--- src/rtl/gpio_pad_ctrl.sv ---
// Per-pin pad controller: GPIO/alternate-function arbitration, sequenced direction changes,
// input sync + debounce and edge interrupts. Define GPIO_PAD_CTRL_DBNC_EN to include debounce counters.
module gpio_pad_ctrl #(
    parameter int PIN_NUM    = 8,
    parameter int DBNC_WIDTH = 8
) (
    input  logic                  clk_i,
    input  logic                  rst_n_i,
    input  logic [PIN_NUM-1:0]    sw_dir_i,
    input  logic [PIN_NUM-1:0]    sw_out_i,
    input  logic [PIN_NUM-1:0]    sw_pull_i,
    input  logic [PIN_NUM-1:0]    alt_sel_i,
    input  logic [PIN_NUM-1:0]    alt_dir_i,
    input  logic [PIN_NUM-1:0]    alt_out_i,
    input  logic [PIN_NUM-1:0]    rise_en_i,
    input  logic [PIN_NUM-1:0]    fall_en_i,
    input  logic [PIN_NUM-1:0]    irq_clr_i,
    input  logic [DBNC_WIDTH-1:0] dbnc_lim_i,
    input  logic [PIN_NUM-1:0]    pad_c_i,
    output logic [PIN_NUM-1:0]    pad_i_o,
    output logic [PIN_NUM-1:0]    pad_oen_o,
    output logic [PIN_NUM-1:0]    pad_ren_o,
    output logic [PIN_NUM-1:0]    in_o,
    output logic [PIN_NUM-1:0]    irq_pend_o,
    output logic                  irq_o
);

    typedef enum logic [1:0] {
        ST_IN   = 2'd0,
        ST_TURN = 2'd1,
        ST_OUT  = 2'd2
    } state_t;

    logic [PIN_NUM-1:0] w_eff_dir;
    logic [PIN_NUM-1:0] w_eff_out;
    logic [PIN_NUM-1:0] w_alt_chg;
    logic [PIN_NUM-1:0] w_oen;
    logic [PIN_NUM-1:0] w_to_out;
    logic [PIN_NUM-1:0] w_in;
    logic [PIN_NUM-1:0] w_rise;
    logic [PIN_NUM-1:0] w_fall;
    logic [PIN_NUM-1:0] r_alt_q;
    logic [PIN_NUM-1:0] r_pad_i;
    logic [PIN_NUM-1:0] r_pad_ren;
    logic [PIN_NUM-1:0] r_s1;
    logic [PIN_NUM-1:0] r_s2;
    logic [PIN_NUM-1:0] r_in_q;
    logic [PIN_NUM-1:0] r_pend;

    assign w_eff_dir = (alt_sel_i & alt_dir_i) | (~alt_sel_i & sw_dir_i);
    assign w_eff_out = (alt_sel_i & alt_out_i) | (~alt_sel_i & sw_out_i);
    assign w_alt_chg = alt_sel_i ^ r_alt_q;

    for (genvar g = 0; g < PIN_NUM; g++) begin : g_dir
        state_t r_state;
        state_t w_next;
        logic   w_oen_pin;

        always_ff @(posedge clk_i or negedge rst_n_i) begin
            if (!rst_n_i) r_state <= ST_IN;
            else          r_state <= w_next;
        end

        // A source handover while driving passes through TURN so the pad never drives mid-switch.
        always_comb begin
            w_next    = r_state;
            w_oen_pin = 1'b1;
            case (r_state)
                ST_IN:   if (w_eff_dir[g]) w_next = ST_TURN;
                ST_TURN: w_next = w_eff_dir[g] ? ST_OUT : ST_IN;
                ST_OUT: begin
                    w_oen_pin = 1'b0;
                    if (!w_eff_dir[g])    w_next = ST_IN;
                    else if (w_alt_chg[g]) w_next = ST_TURN;
                end
                default: w_next = ST_IN;
            endcase
        end

        assign w_oen[g]    = w_oen_pin;
        assign w_to_out[g] = (w_next == ST_OUT);
    end

    always_ff @(posedge clk_i or negedge rst_n_i) begin
        if (!rst_n_i) begin
            r_alt_q   <= '0;
            r_pad_i   <= '0;
            r_pad_ren <= '0;
            r_s1      <= '0;
            r_s2      <= '0;
        end else begin
            r_alt_q   <= alt_sel_i;
            r_pad_i   <= w_eff_out;
            r_pad_ren <= w_to_out | ~sw_pull_i;
            r_s1      <= pad_c_i;
            r_s2      <= r_s1;
        end
    end

`ifdef GPIO_PAD_CTRL_DBNC_EN
    for (genvar g = 0; g < PIN_NUM; g++) begin : g_dbnc
        logic                  r_in_pin;
        logic [DBNC_WIDTH-1:0] r_cnt;

        // >= so that lowering the limit below a running count resolves on the next mismatch.
        always_ff @(posedge clk_i or negedge rst_n_i) begin
            if (!rst_n_i) begin
                r_in_pin <= 1'b0;
                r_cnt    <= '0;
            end else if (r_s2[g] == r_in_pin) begin
                r_cnt    <= '0;
            end else if (r_cnt >= dbnc_lim_i) begin
                r_in_pin <= r_s2[g];
                r_cnt    <= '0;
            end else begin
                r_cnt    <= r_cnt + DBNC_WIDTH'(1);
            end
        end

        assign w_in[g] = r_in_pin;
    end
`else
    logic w_unused_lim;
    assign w_unused_lim = ^dbnc_lim_i;
    assign w_in         = r_s2;
`endif

    assign w_rise = w_in & ~r_in_q;
    assign w_fall = ~w_in & r_in_q;

    // New edges take priority over a same-cycle clear.
    always_ff @(posedge clk_i or negedge rst_n_i) begin
        if (!rst_n_i) begin
            r_in_q <= '0;
            r_pend <= '0;
        end else begin
            r_in_q <= w_in;
            r_pend <= (r_pend & ~irq_clr_i) | (w_rise & rise_en_i) | (w_fall & fall_en_i);
        end
    end

    assign pad_i_o    = r_pad_i;
    assign pad_oen_o  = w_oen;
    assign pad_ren_o  = r_pad_ren;
    assign in_o       = w_in;
    assign irq_pend_o = r_pend;
    assign irq_o      = |r_pend;

endmodule

--- config.mk ---
export PLATFORM = sky130hd
export DESIGN_NAME = gpio_pad_ctrl
export DESIGN_NICKNAME = d
export VERILOG_FILES = /design/src/rtl/gpio_pad_ctrl.sv
export SDC_FILE = /design/constraint.sdc
export NUM_CORES = 1
export LEC_CHECK = 0
export ABC_AREA = 1
export CORE_MARGIN = 8
export CORE_UTILIZATION = 44
export CTS_CLUSTER_SIZE = 30
export DETAILED_ROUTE_END_ITERATION = 10
export GPL_TIMING_DRIVEN = 0
export PLACE_DENSITY_LB_ADDON = 0.2
export SYNTH_ARGS = -nofsm -noshare
export SYNTH_HDL_FRONTEND = slang
export SYNTH_SLANG_ARGS = --single-unit
--- constraint.sdc ---
create_clock -name clk_i -period 1.57 [get_ports clk_i]
set_input_delay 0.2355 -clock clk_i [delete_from_list [all_inputs] [get_ports clk_i]]
set_output_delay 0.2355 -clock clk_i [all_outputs]
set_load 0.1 [all_outputs]
* Word level (Yosys, flattened, before mapping)
Cells that the tools add are included.
** Word-level totals
- Bits in registers :: 72
- Latch bits :: 0
- Bits in writable memories :: 0
- Bits in read-only memories :: 0
- Input bits :: 90
- Output and inout port bits :: 41
- Memories kept :: 0
** Cells by class
- $add $sub $neg :: 0
- Multipliers :: 0
- Divide/modulo/power cells :: 0
- $lt $le $gt $ge :: 0
- Equality and inequality tests :: 24
- Shift-type cells :: 0
- Muxes and demuxes :: 48
- Bitwise logic cells :: 20
- Reduce and logical (&&, ||, !) cells :: 9
** Operators with widths (number)
- AND 8 bit :: 9
- two-way mux 2 bit :: 32
- case mux 2 bit (3 select lines) :: 8
- inverter 8 bit :: 5
- OR 8 bit :: 5
- == test 2 bit (second input constant) :: 16
- == test 2 x 1 -> 1 bit (second input constant) :: 8
- zero test 2 bit :: 8
- two-way mux 1 bit :: 8
- OR reduction 8 bit :: 1
- bitwise XOR 8 bit :: 1

* Logic depth before layout (Yosys ltp)
Gate-level depths: netlist (run 1).
- Word-level depth :: 7
- Depth in mapped cells :: 6
- Gate-level depth less buffers :: 6

* Least setup slack after synthesis (run 1)
OpenSTA, ideal clock, no wires.
- Path type :: register to output
- Start point :: register r_pend[0] (netlist: irq_pend_o[0])
- End point :: output irq_o
- Data arrival time :: 1902 ps
- Setup slack :: -567 ps
- Stages on the path, launching flop included :: 5
- Buffers on the path :: 0
- Cells stage by stage :: dfrtp_1 > inv_1 > nand2_1 > nor3_1 > nand3_1
** Between the ends
- Word-level cells in the longest chain between the ends :: 1
** Ends and longest elaborated chain
- start: declaration :: RTL line 48 : logic [PIN_NUM-1:0] r_pend;
- start signal: assignment :: RTL line 138 : r_pend <= (r_pend & ~irq_clr_i) | (w_rise & rise_en_i) | (w_fall & fall_en_i);
- OR reduction 8 bit :: RTL line 147 : assign irq_o = |r_pend;
- end: declaration :: RTL line 25 : output logic irq_o
No other way between the ends.

* Final worst setup path (run 1)
- Start point :: register r_pend[1] (netlist: irq_pend_o[1])
- End point :: output irq_o
Same word-level chain as after synthesis.

==> results_dict.tcl, run 1 <==
set metrics [dict create \
    status "finished, violations left" \
    violations "setup timing" \
    cts_buffers 9 \
    synth_compound_area_share_pct 2.412 \
    ant_nets 0 \
    fin_crit_ns 1.675 \
    setup.worst_path.class "reg -> out" \
    via_count 2328 \
    yosysSeqAreaShare_pct 64.31 \
    first_iter_violations 51 \
    root_buffer "clkbuf_8" \
    boundaryPins 131 \
    nNetsFinal 534 \
    synth.largest_area_cell "dfrtp_1" \
    syn_avg_cell_area_um2 9.008 \
    cp.arrival_ns 1.44 \
    clkTransAtPathRegs_ns 0.07 \
    worst_slew_pin_slew_ns 0.8835 \
    grtUsageTotal_pct 14.63 \
    synthAdderAreaFrac_pct 0 \
    gr-total-overflow 0 \
    crit_chain "inv_2 -> nand2_2 -> nor3_4 -> nand3_4 -> buf_12" \
    yosysWarnings 0 \
    whs_ns 0.01087 \
    cp.required_ns 1.33 \
    grt_pass1_wl_um 10470 \
    clkLatencyLatePin_ns 0.33 \
    synth_edf_count 0 \
    crit_fanout 2 \
    critPathMaxStageDelay_ns 0.48 \
    wire_per_inst_um 12.46 \
    synth_xor_area_share_pct 0 \
    clk_path_buf_depth 2 \
    drt-pass1-iter-count 5 \
    leakagePower_nw 2.218 \
    async_flop_share_pct 100.0 \
    yosysUniqueCellTypes 12 \
    synth_top_family_by_area "simple AND/OR/NAND/NOR gates" \
    p_seq_share_pct 41.4 \
    io_buffer_count 122 \
    synthSimpleGateAreaFrac_pct 22.82 \
    ir_drop_uv 591.5 \
    setup_viol 1 \
    finalHoldViolCount 0 \
    grt_max_degree 73 \
    syn_inst 311 \
    synth-seq-cells 72 \
    gp_congestion 0.7833 \
    pwr-share-clk_pct 31.3 \
    rsz0062_at_grt "yes" \
    fin_crit_sh_pct 106.7 \
    worstSetupStartpointType "register" \
    fp.dieW_um 95.79 \
    fin_ws_ns -0.1052 \
    drive_gt1_share_pct 19.38 \
    avgViaCountPerCell 4.426 \
    rows 29 \
    initial_core_util_pct 44.89 \
    slew-limit-headroom_pct 41.10 \
    core_area_mm2 0.006241 \
    cts_hold_buf 0 \
    die_h_um 95.79 \
    yosysMostFrequentCell "nand2_1" \
    p_comb_share_pct 27.3 \
    synth.area.mux_share_pct 0 \
    antenna_found_initial 0 \
    fin_area_mm2 0.004385 \
    wl_um 6552 \
    p_sw_share_pct 33.62 \
    drv_slew 0 \
    clock-sinks 72 \
    fmax_ghz 0.5969 \
    p_sw_mw 1.701 \
    timing.setup.tns_ns -0.1052 \
    p_int_mw 3.358 \
    dp_slack_ns -0.5112 \
    dpl.hpwl_um 5057 \
    cts_tree "done" \
    maxCapViolations 0 \
    dpl_cell_area_mm2 0.004149 \
    first_global_vias 2416 \
    antennaDiodeCount 0 \
    yosys-top-cells-count "nand2_1 (110), dfrtp_1 (72), inv_1 (59)" \
    synth_ff_type "dfrtp_1" \
    cts_setup_buffers 0 \
    critPathSlowestCell "dfrtp_4" \
    hold_path.class "in -> async" \
    areaGrowthSynthToFinish_pct 56.54 \
    yosys-top-cells-area "dfrtp_1 (64%), nand2_1 (15%), inv_1 (7.9%)" \
    fp.dieArea_mm2 0.009176 \
    syn-num-nets 401 \
    htree_levels 3 \
    syn_area_mm2 0.002801 \
    skew_ns 0.006981 \
    p_per_area_mw_per_mm2 1154 \
    synth.top_cell.area_share_pct 64.31 \
    worstSetupEndpointType "output port" \
    drc_errors 0 \
]
[critical path: cells and delay by family, from the launching register on]
| kind | cells | cell delay (ns) |
|---|---|---|
| buf+inv | 2 | 0.25 |
| flops | 1 | 0.48 |
| simple gates | 3 | 0.39 |
[state kept, by name, indices dropped and copies added (netlist names)]
name and cells:
g_dir.r_state 16, r_alt_q 8, pad_i_o 8, pad_ren_o 8, r_s1 8, irq_pend_o 8, r_in_q 8, in_o 8
[power groups by stage]
stage	registers [mW]	clock network, mW	logic (mW)
3_3_place_gp	2.12	0	1.39
4_1_cts	2.09	1.62	1.38
5_1_grt	2.11	1.72	1.47
2_1_floorplan	2.63	0	0.406
3_5_place_dp	2.13	0	1.41
6_report	2.09	1.58	1.38
[kinds of logic (layout without fill, tap and decap cells)]
| group | after synthesis | count (layout) |
|---|---|---|
| AND/OR/NAND/NOR | 160 | 160 |
| flip-flops | 72 | 72 |
| AO/OA/AOI/OAI | 9 | 9 |
| buffers and inverters | 70 | 208 |
[cell usage in the layout, fill, tap and decap left out, drive strengths merged]
cell type,count
nor3,3
clkbuf,12
clkinvlp,1
clkdlybuf4s15,21
bufinv,2
nor2,24
nand3,22
clkdlybuf4s18,4
clkdlybuf4s50,80
o211ai,8
dfrtp,72
nand2,111
clkinv,3
inv,62
o21a,1
buf,23
[repair_timing]
action	in CTS	in global routing
setup endpoints to repair	41	16
pin swaps	0	3
gates resized for setup	149	34
cloned	0	0
[routing by layer]
metal	GRT usage, %	vias up	routed length (um)
li1	-	1183	-
met1	15.56	1066	2492
met2	24.69	75	3300
met3	6.240	4	699
met4	6.786	0	59
met5	0	-	0
[final cells by class]
class | instances | area [um2]
Buffer | 8 | 60.06
Clock buffer | 10 | 137.6
Clock inverter | 6 | 82.58
Fill cell | 474 | 1856
Inverter | 62 | 232.7
Multi-Input combinational cell | 169 | 740.7
Sequential cell | 72 | 1817
Tap cell | 77 | 96.34
Timing Repair Buffer | 122 | 1219
[metrics by stage]
stage | instances | power [mW] | utilization [%]
4_1_cts | 526 | 5.090 | 70.27
5_1_grt | 526 | 5.295 | 70.27
6_report | 526 | 5.059 | 70.27
3_5_place_dp | 510 | 3.532 | 66.48
3_3_place_gp | 510 | 3.504 | 66.52
2_1_floorplan | 311 | 3.032 | -
[final timing paths]
| check | to | cells past startpoint | slack, ns | from |
|---|---|---|---|---|
| worst max-delay path | irq_o | 5 | -0.11 | irq_pend_o[1] |
| worst min register to register | in_o[7] | 0 | 0.34 | r_s1[7] |
| min in group clk_i | r_s1[0] | 1 | 0.33 | pad_c_i[0] |
| worst max register to register | pad_ren_o[5] | 6 | 0.68 | g_dir[5].r_state[1] |
| max in group asynchronous | irq_pend_o[1] | 1 | 0.87 | rst_n_i |
| worst min-delay path | r_alt_q[5] | 1 | 0.01 | rst_n_i |
Power figures use the tool's default switching activity.
==> inputs of run 2 (changes only) <==
--- a/config.mk
+++ b/config.mk
@@ -15,3 +15,4 @@
 export SYNTH_ARGS = -nofsm -noshare
 export SYNTH_HDL_FRONTEND = slang
 export SYNTH_SLANG_ARGS = --single-unit
+export TNS_END_PERCENT = 10
==> run 2 against run 1 <==
Effect of this change: clock skew about the same; critical endpoint unchanged; die area did not move; first-iteration DRC count unchanged; critical path depth is the same; non-clock buffer count stayed put; utilization stayed put; the flow still finishes with violations (setup timing); global-route usage did not move; sequential power hardly changed; maximum frequency is essentially flat; worst setup slack barely moved.
==> results_dict.tcl, run 2 (same netlist as run 1, synthesis figures left out) <==
set metrics [dict create \
    status "finished, violations left" \
    violations "setup timing" \
    mostFrequentLayoutCell "nand2_1" \
    clkTransAtPathRegs_ns 0.07 \
    gp_congestion 0.7833 \
    wire_per_inst_um 12.46 \
    fp.dieArea_mm2 0.009176 \
    crit_chain "inv_2 -> nand2_2 -> nor3_4 -> nand3_4 -> buf_12" \
    critPathSlowestCell "dfrtp_4" \
    avgViaCountPerCell 4.428 \
    nNetsFinal 534 \
    cts_hold_buf 0 \
    grt_use_met3_pct 6.240 \
    drive_gt1_share_pct 19.38 \
    setup_viol 1 \
    top_register "g_dir.r_state" \
    clk_path_buf_depth 2 \
    ir_drop_uv 591.5 \
    clkLatencyLatePin_ns 0.33 \
    first_global_vias 2416 \
    crit_cells 5 \
    drt-pass1-iter-count 5 \
    p_per_area_mw_per_mm2 1154 \
    leakagePower_nw 2.218 \
    antennaDiodeCount 0 \
    setup.worst_path.class "reg -> out" \
    grtUsageTotal_pct 14.63 \
    core_area_mm2 0.006241 \
    worst_slew_pin_slew_ns 0.8835 \
    total_power_mw 5.061 \
    first_iter_violations 51 \
    place_inst 510 \
    critPathBufInv 2 \
    hold_path.class "in -> async" \
    grt.met1_usage_pct 15.56 \
    areaGrowthSynthToFinish_pct 56.54 \
    via_count 2329 \
    largest_reg_flops 16 \
    drv_slew 0 \
    fin_ws_ns -0.1053 \
    reg2reg_from "r_alt_q[1]" \
    cp.arrival_ns 1.44 \
    dp_slack_ns -0.5112 \
    cts_buffers 9 \
    fmax_ghz 0.5969 \
    antenna_found_initial 0 \
    boundaryPins 131 \
    slew-limit-headroom_pct 41.10 \
    skew_ns 0.007281 \
    cts_tree "done" \
    crit_path_start "irq_pend_o[1]" \
    finalHoldViolCount 0 \
    cp.required_ns 1.33 \
    utilization_pct 70.27 \
    clock-sinks 72 \
    grt_pass1_wl_um 10470 \
    nFillCells 474 \
    grtUsageMet2_pct 24.69 \
    wl_um 6552 \
    initial_core_util_pct 44.89 \
    rsz0062_at_grt "yes" \
    reg2reg_to "pad_ren_o[1]" \
    layout_common_cells "nand2_1 (109), clkdlybuf4s50_1 (80), dfrtp_1 (64), inv_1 (57)" \
    whs_ns 0.01166 \
    fin_crit_sh_pct 106.7 \
    maxCapViolations 0 \
    worstSetupEndpointType "output port" \
    r2r_cells 6 \
    io_buffer_count 122 \
    drc_errors 0 \
    ant_nets 0 \
    root_buffer "clkbuf_8" \
    fin_crit_ns 1.675 \
    gr-total-overflow 0 \
    crit_fanout 2 \
    worstSetupStartpointType "register" \
    fp.dieW_um 95.79 \
    critPathMaxStageDelay_ns 0.48 \
    path_delay_family "flip-flops" \
    rows 29 \
    htree_levels 3 \
    dpl.hpwl_um 5057 \
    grt-busiest-layer "met2" \
    grt_max_degree 73 \
    r2r_slack_ns 0.69 \
    critPathCapture "irq_o" \
    fin_cells 526 \
    cts_setup_buffers 0 \
    die_h_um 95.79 \
]
-- run 2: cell type report --
cell class | instances | area [um2] | share of cell area [%]
clock inverters | 6 | 82.58 | 1.883
flip-flops and latches | 72 | 1817 | 41.43
repair buffers | 122 | 1219 | 27.79
inverters | 62 | 232.7 | 5.307
well taps | 77 | 96.34 | 2.197
multi-input cells | 169 | 740.7 | 16.89
clock buffers | 10 | 137.6 | 3.138
plain buffers | 8 | 60.06 | 1.369
-- run 2: repair_timing --
item	CTS	global route
pin swaps	0	3
endpoints found under the setup margin	41	14
resized for setup	141	32
gates cloned	0	0
-- run 2: metal layers --
layer	vias up	share of wire [%]	wire [um]
met5	-	0	0
met4	0	0.90	59
met3	4	11	728
met2	78	50	3271
met1	1064	38	2493
li1	1183	-	-
-- run 2: how the worst min path moves through the flow --
stage                       start             endpoint  slack (ns)
after CTS                 rst_n_i           r_alt_q[5]        0.06
after global routing      rst_n_i           r_alt_q[5]        0.09
after floorplan           rst_n_i  g_dir[0].r_state[0]       -0.06
after global placement    r_s1[7]              in_o[7]        0.33
final                     rst_n_i           r_alt_q[5]        0.01
after detailed placement  r_s1[2]              in_o[2]        0.33
-- run 2: per-stage QoR --
step                instance area (um2)  setup TNS (ns)
floorplan                          2834               0
global placement                   4151         -168.23
detailed placement                 4149          -8.285
CTS                                4390         -0.1168
global route                       4385         -0.1670
finish                             4385         -0.1053
-- run 2: report_power, final --
| part | switching (mW) | total, mW | internal, mW |
|---|---|---|---|
| registers | 0.0849 | 2.09 | 2.01 |
| clock network | 0.655 | 1.58 | 0.930 |
| logic | 0.962 | 1.38 | 0.421 |
| total | 1.70 | 5.06 | 3.36 |
